File: src/rtl/fb_pkg.sv
// rtl/fb_pkg.sv - frame buffer arbiter constants and FSM state type
package fb_pkg;

   // RAM geometry: 3-bit {B,G,R} pixels, 17-bit word address
   localparam int ADDR_W  = 17;
   localparam int DATA_W  = 3;

   // Active 256x240 window inside the 640x480 raster
   localparam int H_START = 192;
   localparam int H_END   = 447;
   localparam int V_START = 120;
   localparam int V_END   = 359;

   localparam int FB_WORDS = (H_END - H_START + 1) * (V_END - V_START + 1);

   typedef enum logic {
      IDLE  = 1'b0,
      CLEAR = 1'b1
   } fb_state_t;

endpackage

File: src/rtl/fb_window_cmp.sv
// rtl/fb_window_cmp.sv - active-window and frame-origin decode of the raster position
module fb_window_cmp #(
   parameter int H_START = fb_pkg::H_START,
   parameter int H_END   = fb_pkg::H_END,
   parameter int V_START = fb_pkg::V_START,
   parameter int V_END   = fb_pkg::V_END
) (
   input  logic [10:0] hcount,
   input  logic [9:0]  vcount,
   output logic        in_window,
   output logic        frame_origin
);

   localparam logic [10:0] HS = 11'(H_START);
   localparam logic [10:0] HE = 11'(H_END);
   localparam logic [9:0]  VS = 10'(V_START);
   localparam logic [9:0]  VE = 10'(V_END);

   // Both bounds are inclusive; origin is the first pixel of the raster
   always_comb begin
      in_window    = (hcount >= HS) && (hcount <= HE) && (vcount >= VS) && (vcount <= VE);
      frame_origin = (hcount == 11'd0) && (vcount == 10'd0);
   end

endmodule

File: src/rtl/fb_arbiter.sv
// rtl/fb_arbiter.sv - frame RAM port arbiter: display fetch, clear engine, pixel writer
module fb_arbiter
   import fb_pkg::*;
#(
   parameter int ADDR_W   = fb_pkg::ADDR_W,
   parameter int DATA_W   = fb_pkg::DATA_W,
   parameter int H_START  = fb_pkg::H_START,
   parameter int H_END    = fb_pkg::H_END,
   parameter int V_START  = fb_pkg::V_START,
   parameter int V_END    = fb_pkg::V_END,
   parameter int FB_WORDS = (H_END - H_START + 1) * (V_END - V_START + 1)
) (
   input  logic              clock,
   input  logic              reset,
   input  logic              pix_en,
   input  logic [10:0]       hcount,
   input  logic [9:0]        vcount,
   output logic [DATA_W-1:0] disp_data,
   input  logic              wr_valid,
   output logic              wr_ready,
   input  logic [ADDR_W-1:0] wr_addr,
   input  logic [DATA_W-1:0] wr_data,
   output logic              wr_err,
   input  logic              clear_req,
   input  logic [DATA_W-1:0] clear_color,
   output logic              clear_busy,
   output logic              clear_done,
   output logic [ADDR_W-1:0] ram_addr,
   output logic              ram_we,
   output logic [DATA_W-1:0] ram_wdata,
   input  logic [DATA_W-1:0] ram_rdata
);

   localparam logic [ADDR_W-1:0] LAST_WORD = ADDR_W'(FB_WORDS - 1);
   localparam logic [ADDR_W:0]   FB_LIMIT  = (ADDR_W + 1)'(FB_WORDS);

   fb_state_t         state;
   fb_state_t         stateNext;
   logic [ADDR_W-1:0] fetchPtr;
   logic [ADDR_W-1:0] clearPtr;
   logic [ADDR_W-1:0] lastAddr;
   logic [DATA_W-1:0] clearColorReg;
   logic              inWindow;
   logic              frameOrigin;
   logic              fetch;
   logic              clearWrite;
   logic              clearLast;
   logic              wrAccept;
   logic              wrInRange;
   logic              fetchDly;

   fb_window_cmp #(
      .H_START (H_START),
      .H_END   (H_END),
      .V_START (V_START),
      .V_END   (V_END)
   ) uWindow (
      .hcount       (hcount),
      .vcount       (vcount),
      .in_window    (inWindow),
      .frame_origin (frameOrigin)
   );

   assign fetch      = pix_en & inWindow;
   assign clearWrite = (state == CLEAR) & ~fetch;
   assign clearLast  = clearWrite & (clearPtr == LAST_WORD);
   assign wrAccept   = wr_valid & wr_ready;
   assign wrInRange  = {1'b0, wr_addr} < FB_LIMIT;
   assign clear_busy = (state == CLEAR);

   // Port mux: display fetch first, then clear, then writer; all grants dead while in reset
   always_comb begin
      wr_ready  = 1'b0;
      ram_addr  = lastAddr;
      ram_we    = 1'b0;
      ram_wdata = '0;
      if (reset) begin
         ram_addr = '0;
      end else begin
         wr_ready = ~fetch & (state == IDLE);
         if (fetch) begin
            ram_addr = fetchPtr;
         end else if (state == CLEAR) begin
            ram_addr  = clearPtr;
            ram_we    = 1'b1;
            ram_wdata = clearColorReg;
         end else if (wr_valid) begin
            ram_addr  = wr_addr;
            ram_we    = wrInRange;
            ram_wdata = wr_data;
         end
      end
   end

   // Clear FSM next state; a clear request during CLEAR has no effect
   always_comb begin
      stateNext = state;
      case (state)
         IDLE:    if (clear_req) stateNext = CLEAR;
         CLEAR:   if (clearLast) stateNext = IDLE;
         default: stateNext = IDLE;
      endcase
   end

   // Clear FSM state register
   always_ff @(posedge clock or posedge reset) begin
      if (reset) state <= IDLE;
      else       state <= stateNext;
   end

   // Fetch/clear pointers, latched clear colour and the held idle address
   always_ff @(posedge clock or posedge reset) begin
      if (reset) begin
         fetchPtr      <= '0;
         clearPtr      <= '0;
         clearColorReg <= '0;
         lastAddr      <= '0;
      end else begin
         // Frame origin wins over any increment so the pointer is locked to the raster
         if (pix_en & frameOrigin)  fetchPtr <= '0;
         else if (fetch)            fetchPtr <= (fetchPtr == LAST_WORD) ? '0 : fetchPtr + 1'b1;

         if ((state == IDLE) & clear_req) begin
            clearPtr      <= '0;
            clearColorReg <= clear_color;
         end else if (clearWrite) begin
            clearPtr <= clearPtr + 1'b1;
         end

         if (fetch | clearWrite | wrAccept) lastAddr <= ram_addr;
      end
   end

   // Status pulses and display pixel register (RAM data arrives one cycle after the fetch)
   always_ff @(posedge clock or posedge reset) begin
      if (reset) begin
         wr_err     <= 1'b0;
         clear_done <= 1'b0;
         fetchDly   <= 1'b0;
         disp_data  <= '0;
      end else begin
         wr_err     <= wrAccept & ~wrInRange;
         clear_done <= clearLast;
         fetchDly   <= fetch;
         if (fetchDly)                 disp_data <= ram_rdata;
         else if (pix_en & ~inWindow)  disp_data <= '0;
      end
   end

endmodule

File: config.mk
export PLATFORM = sky130hd
export DESIGN_NAME = fb_arbiter
export DESIGN_NICKNAME = d
export VERILOG_FILES = /design/src/rtl/fb_pkg.sv /design/src/rtl/fb_window_cmp.sv /design/src/rtl/fb_arbiter.sv
export SDC_FILE = /design/constraint.sdc
export NUM_CORES = 1
export LEC_CHECK = 0
export ABC_AREA = 1
export CAP_MARGIN = 5
export CELL_PAD_IN_SITES_DETAIL_PLACEMENT = 0
export CELL_PAD_IN_SITES_GLOBAL_PLACEMENT = 1
export CORE_MARGIN = 1.5
export CORE_UTILIZATION = 34
export CTS_CLUSTER_DIAMETER = 60
export CTS_CLUSTER_SIZE = 20
export DETAILED_ROUTE_END_ITERATION = 6
export PLACE_DENSITY = 0.83
export SYNTH_ARGS = -nofsm -noshare
export SYNTH_HDL_FRONTEND = slang
export SYNTH_SLANG_ARGS = --single-unit
File: constraint.sdc
create_clock -name clock -period 1.7 [get_ports clock]
set_input_delay 0.425 -clock clock [delete_from_list [all_inputs] [get_ports clock]]
set_output_delay 0.425 -clock clock [all_outputs]
set_load 0.1 [all_outputs]
==> flow_summary.toml <==
[sta]
finalHoldViolCount = 0
period_share = 1.331
worst_pin_slew_ns = 0.4822
setup_viol_count_final = 55
finalWorstSetupSlack_ns = -0.5626
skew_ns = 0.007200
slew_violations = 0
maxClockFrequency_mhz = 442.0
grt_setup_unrepaired = "true"
min_period_ns = 2.263
slew_headroom = 0.6781

[status]
violations = "negative setup slack"
outcome = "complete, but fails checks"

[drt]
totalWireLength_um = 16250
drc = 0
first_pass_iters = 5
initialDrtViolationCount = 256
viasPerCell = 5.273
routedWlPerCell_um = 16.95
ant_nets = 0
vias = 5057

[setup_path]
cp_top_family = "buffers and inverters"
endpoint_kind = "primary output"
reg2reg_depth = 8
cp_num_buf_inv = 6
r2r_setup_slack_ns = -0.07
crit_start = "vcount[9]"
worstPathRequired_ns = 1.27
crit_path_start_kind = "input port"
worstSetupPathDepth = 13
slowest_delay_ns = 0.20
arrival_ns = 1.84
r2r_end = "fetchPtr[8]"
slowest_stage = "buf_12"
r2r-start = "fetchPtr[2]"
crit_chain = "buf_8 > inv_8 > nand2_4 > nor2_2 > nand2_2 > nand2_4 > inv_2 > nand3_4 > buf_4 > buf_16 > nand2_2 > a21oi_4 > buf_12"
setup.worst_path.class = "input port to primary output"
worstSetupEndpoint = "ram_addr[15]"
cp_max_fo = 8

[placed_design]
io_buffers = 79
gp_congestion = 0.8685
hpwlAfterDp_um = 10410
placement.cell_area_mm2 = 0.006191

[synthesis]
synth_common_cells = "nand2_1, nand3_1, dfrtp_1"
async_reset_ff_frac = 1.000
syn_area_mm2 = 0.004314
seq_area_frac_synth = 0.3538
synth_flop_cell = "dfrtp_1"
yosysTopAreaCellShare = 0.3538
yosys_warnings = 0
syn_nets = 685
yosysTopAreaCell = "dfrtp_1"
synth_cell_types = 38
syn_inst = 631
syn_avg_cell_area_um2 = 6.837
ys_ff_latch = 61
yosysMostFrequentCell = "nand2_1"
ys_top_cells_by_area = "dfrtp_1, nand2_1, nand3_1"
synth-edff-count = 0

[pwr]
clkPwrFrac = 0.258
p_comb_frac = 0.477
p_switching_mw = 3.115
switching_share = 0.4181
internal_power_mw = 4.334
seqPwrFrac = 0.265
pwr_density_cell_mw_per_mm2 = 979.1
peakVddDrop_uv = 572.5
leakage_nw = 3.295
power_mw = 7.449

[grt]
grt_overflow = 0
grt_pass1_wl_um = 24080
antenna_found_initial = 0
grt_max_degree = 28
grt_usage = 0.2314
grt_pass1_vias = 4901

[cts]
clk_latency_ns = 0.33
path_clk_slew_ns = 0.06
clockBufferDepth = 2
cts_inserted_buffers = 9
cts.sink_count = 61
cts_tree = "done"
root_buffer = "clkbuf_16"
cts-htree-levels = 3

[layout]
fin_nets = 840
fill_cells = 1035
area_growth_pct = 76.36
drive_gt1_frac = 0.3767
insertedDiodeCount = 0
final_util = 0.6231
design_area_mm2 = 0.007609

[floorplan]
rows = 40
start_util = 0.3533
core_mm2 = 0.01221
die_w_um = 115.6
fp.dieArea_mm2 = 0.01337
io_pins = 80
die_h_um = 115.6

[hold_path]
hold_class = "input port to async pin"

[run]
cap_violations = 0
-- worst register-to-register path: cells and delay by family (launching register included) --
family | cells | cell delay (ns)
flops | 1 | 0.54
simple gates | 7 | 0.98
buf+inv | 1 | 0.14
-- how the worst min path moves through the flow --
stage                       end  slack [ns]  cells past startpoint
3_3_place_gp   clearColorReg[1]        0.47                      2
2_1_floorplan  clearColorReg[0]        0.45                      2
4_1_cts             fetchPtr[9]        0.42                      3
6_report            fetchPtr[8]        0.44                      3
5_1_grt             fetchPtr[9]        0.46                      3
3_5_place_dp   clearColorReg[2]        0.47                      2
-- cell families (layout without fill, tap and decap cells) --
group / Yosys count / count (layout) / synth area share
compound gates: 86 / 88 / 0.1294
xor+xnor: 9 / 9 / 0.01827
fa+ha+maj: 2 / 2 / 0.005800
buf+inv: 92 / 250 / 0.09774
flops: 61 / 61 / 0.3538
simple gates: 381 / 381 / 0.3950
-- placed cells by master (no fill, tap or decap), types with 3 or more instances in the layout --
master	netlist	final
a211oi_4	0	4
a21oi_4	0	17
a31oi_1	16	8
a31oi_2	0	7
buf_12	0	36
buf_16	0	6
buf_2	10	3
buf_4	3	75
buf_6	7	14
clkbuf_16	0	11
clkdlybuf4s50_1	0	35
clkinvlp_4	0	4
dfrtp_1	61	60
inv_1	52	46
inv_2	4	6
nand2_1	199	168
nand2_2	4	24
nand2_4	0	10
nand3_1	86	55
nand3_2	6	21
nand3_4	0	16
nand4_1	12	12
nor2_1	44	36
nor2_2	7	10
nor2_4	2	7
nor3_1	12	11
o2111ai_1	17	17
o211ai_4	1	3
o21ai_0	22	17
o21ai_1	0	4
o22ai_1	3	3
xor2_1	7	7
-- power by group through the flow --
stage          Combinational, mW  Sequential (mW)  Clock [mW]
3_3_place_gp                3.08             1.97           0
3_5_place_dp                3.12             1.98           0
2_1_floorplan               1.97             1.99           0
4_1_cts                     3.44             1.96        1.93
6_report                    3.56             1.97        1.92
5_1_grt                     3.76             2.01        1.99
-- through the flow --
stage / hold slack, ns / std cells / TNS, ns / worst slack [ns]
4_1_cts: 0.4168 / 945 / -12.36 / -0.5607
3_3_place_gp: 0.4681 / 905 / -46.61 / -0.8669
5_1_grt: 0.4556 / 959 / -21.91 / -0.6085
6_report: 0.4449 / 959 / -17.56 / -0.5626
3_5_place_dp: 0.4655 / 905 / -51.67 / -0.9210
2_1_floorplan: 0.4487 / 631 / -15.39 / -0.9229
-- layer usage --
layer  track usage  wire, µm
met3       0.03452       845
met4       0.06748       352
met2        0.4126      8427
met5             0         0
met1        0.2908      6626
-- what timing repair did --
| item | 4_1_cts | 5_1_grt |
|---|---|---|
| setup buffers | 17 | 10 |
| resized for setup | 174 | 44 |
| cloned | 7 | 4 |
| endpoints found under the setup margin | 77 | 64 |
| pin swaps | 42 | 24 |
| hold buffers | 0 | 0 |
-- state kept, by name, indices dropped and copies added, names as in the netlist --
signal	count
lastAddr	17
disp_data	3
clearColorReg	3
clear_busy	1
clear_done	1
wr_err	1
fetchDly	1
fetchPtr	17
clearPtr	17
-- layout make-up --
| cell class | count | area (µm²) | share of cell area |
|---|---|---|---|
| clock buffers | 11 | 252.7 | 0.03322 |
| clock inverters | 5 | 58.81 | 0.007729 |
| inverters | 57 | 255.2 | 0.03355 |
| multi-input cells | 480 | 3212 | 0.4221 |
| flip-flops and latches | 61 | 1530 | 0.2011 |
| well taps | 168 | 210.2 | 0.02763 |
| repair buffers | 176 | 2082 | 0.2736 |
| repair inverters | 1 | 7.507 | 0.0009867 |
Note: power is estimated with default switching activity, not from simulation.
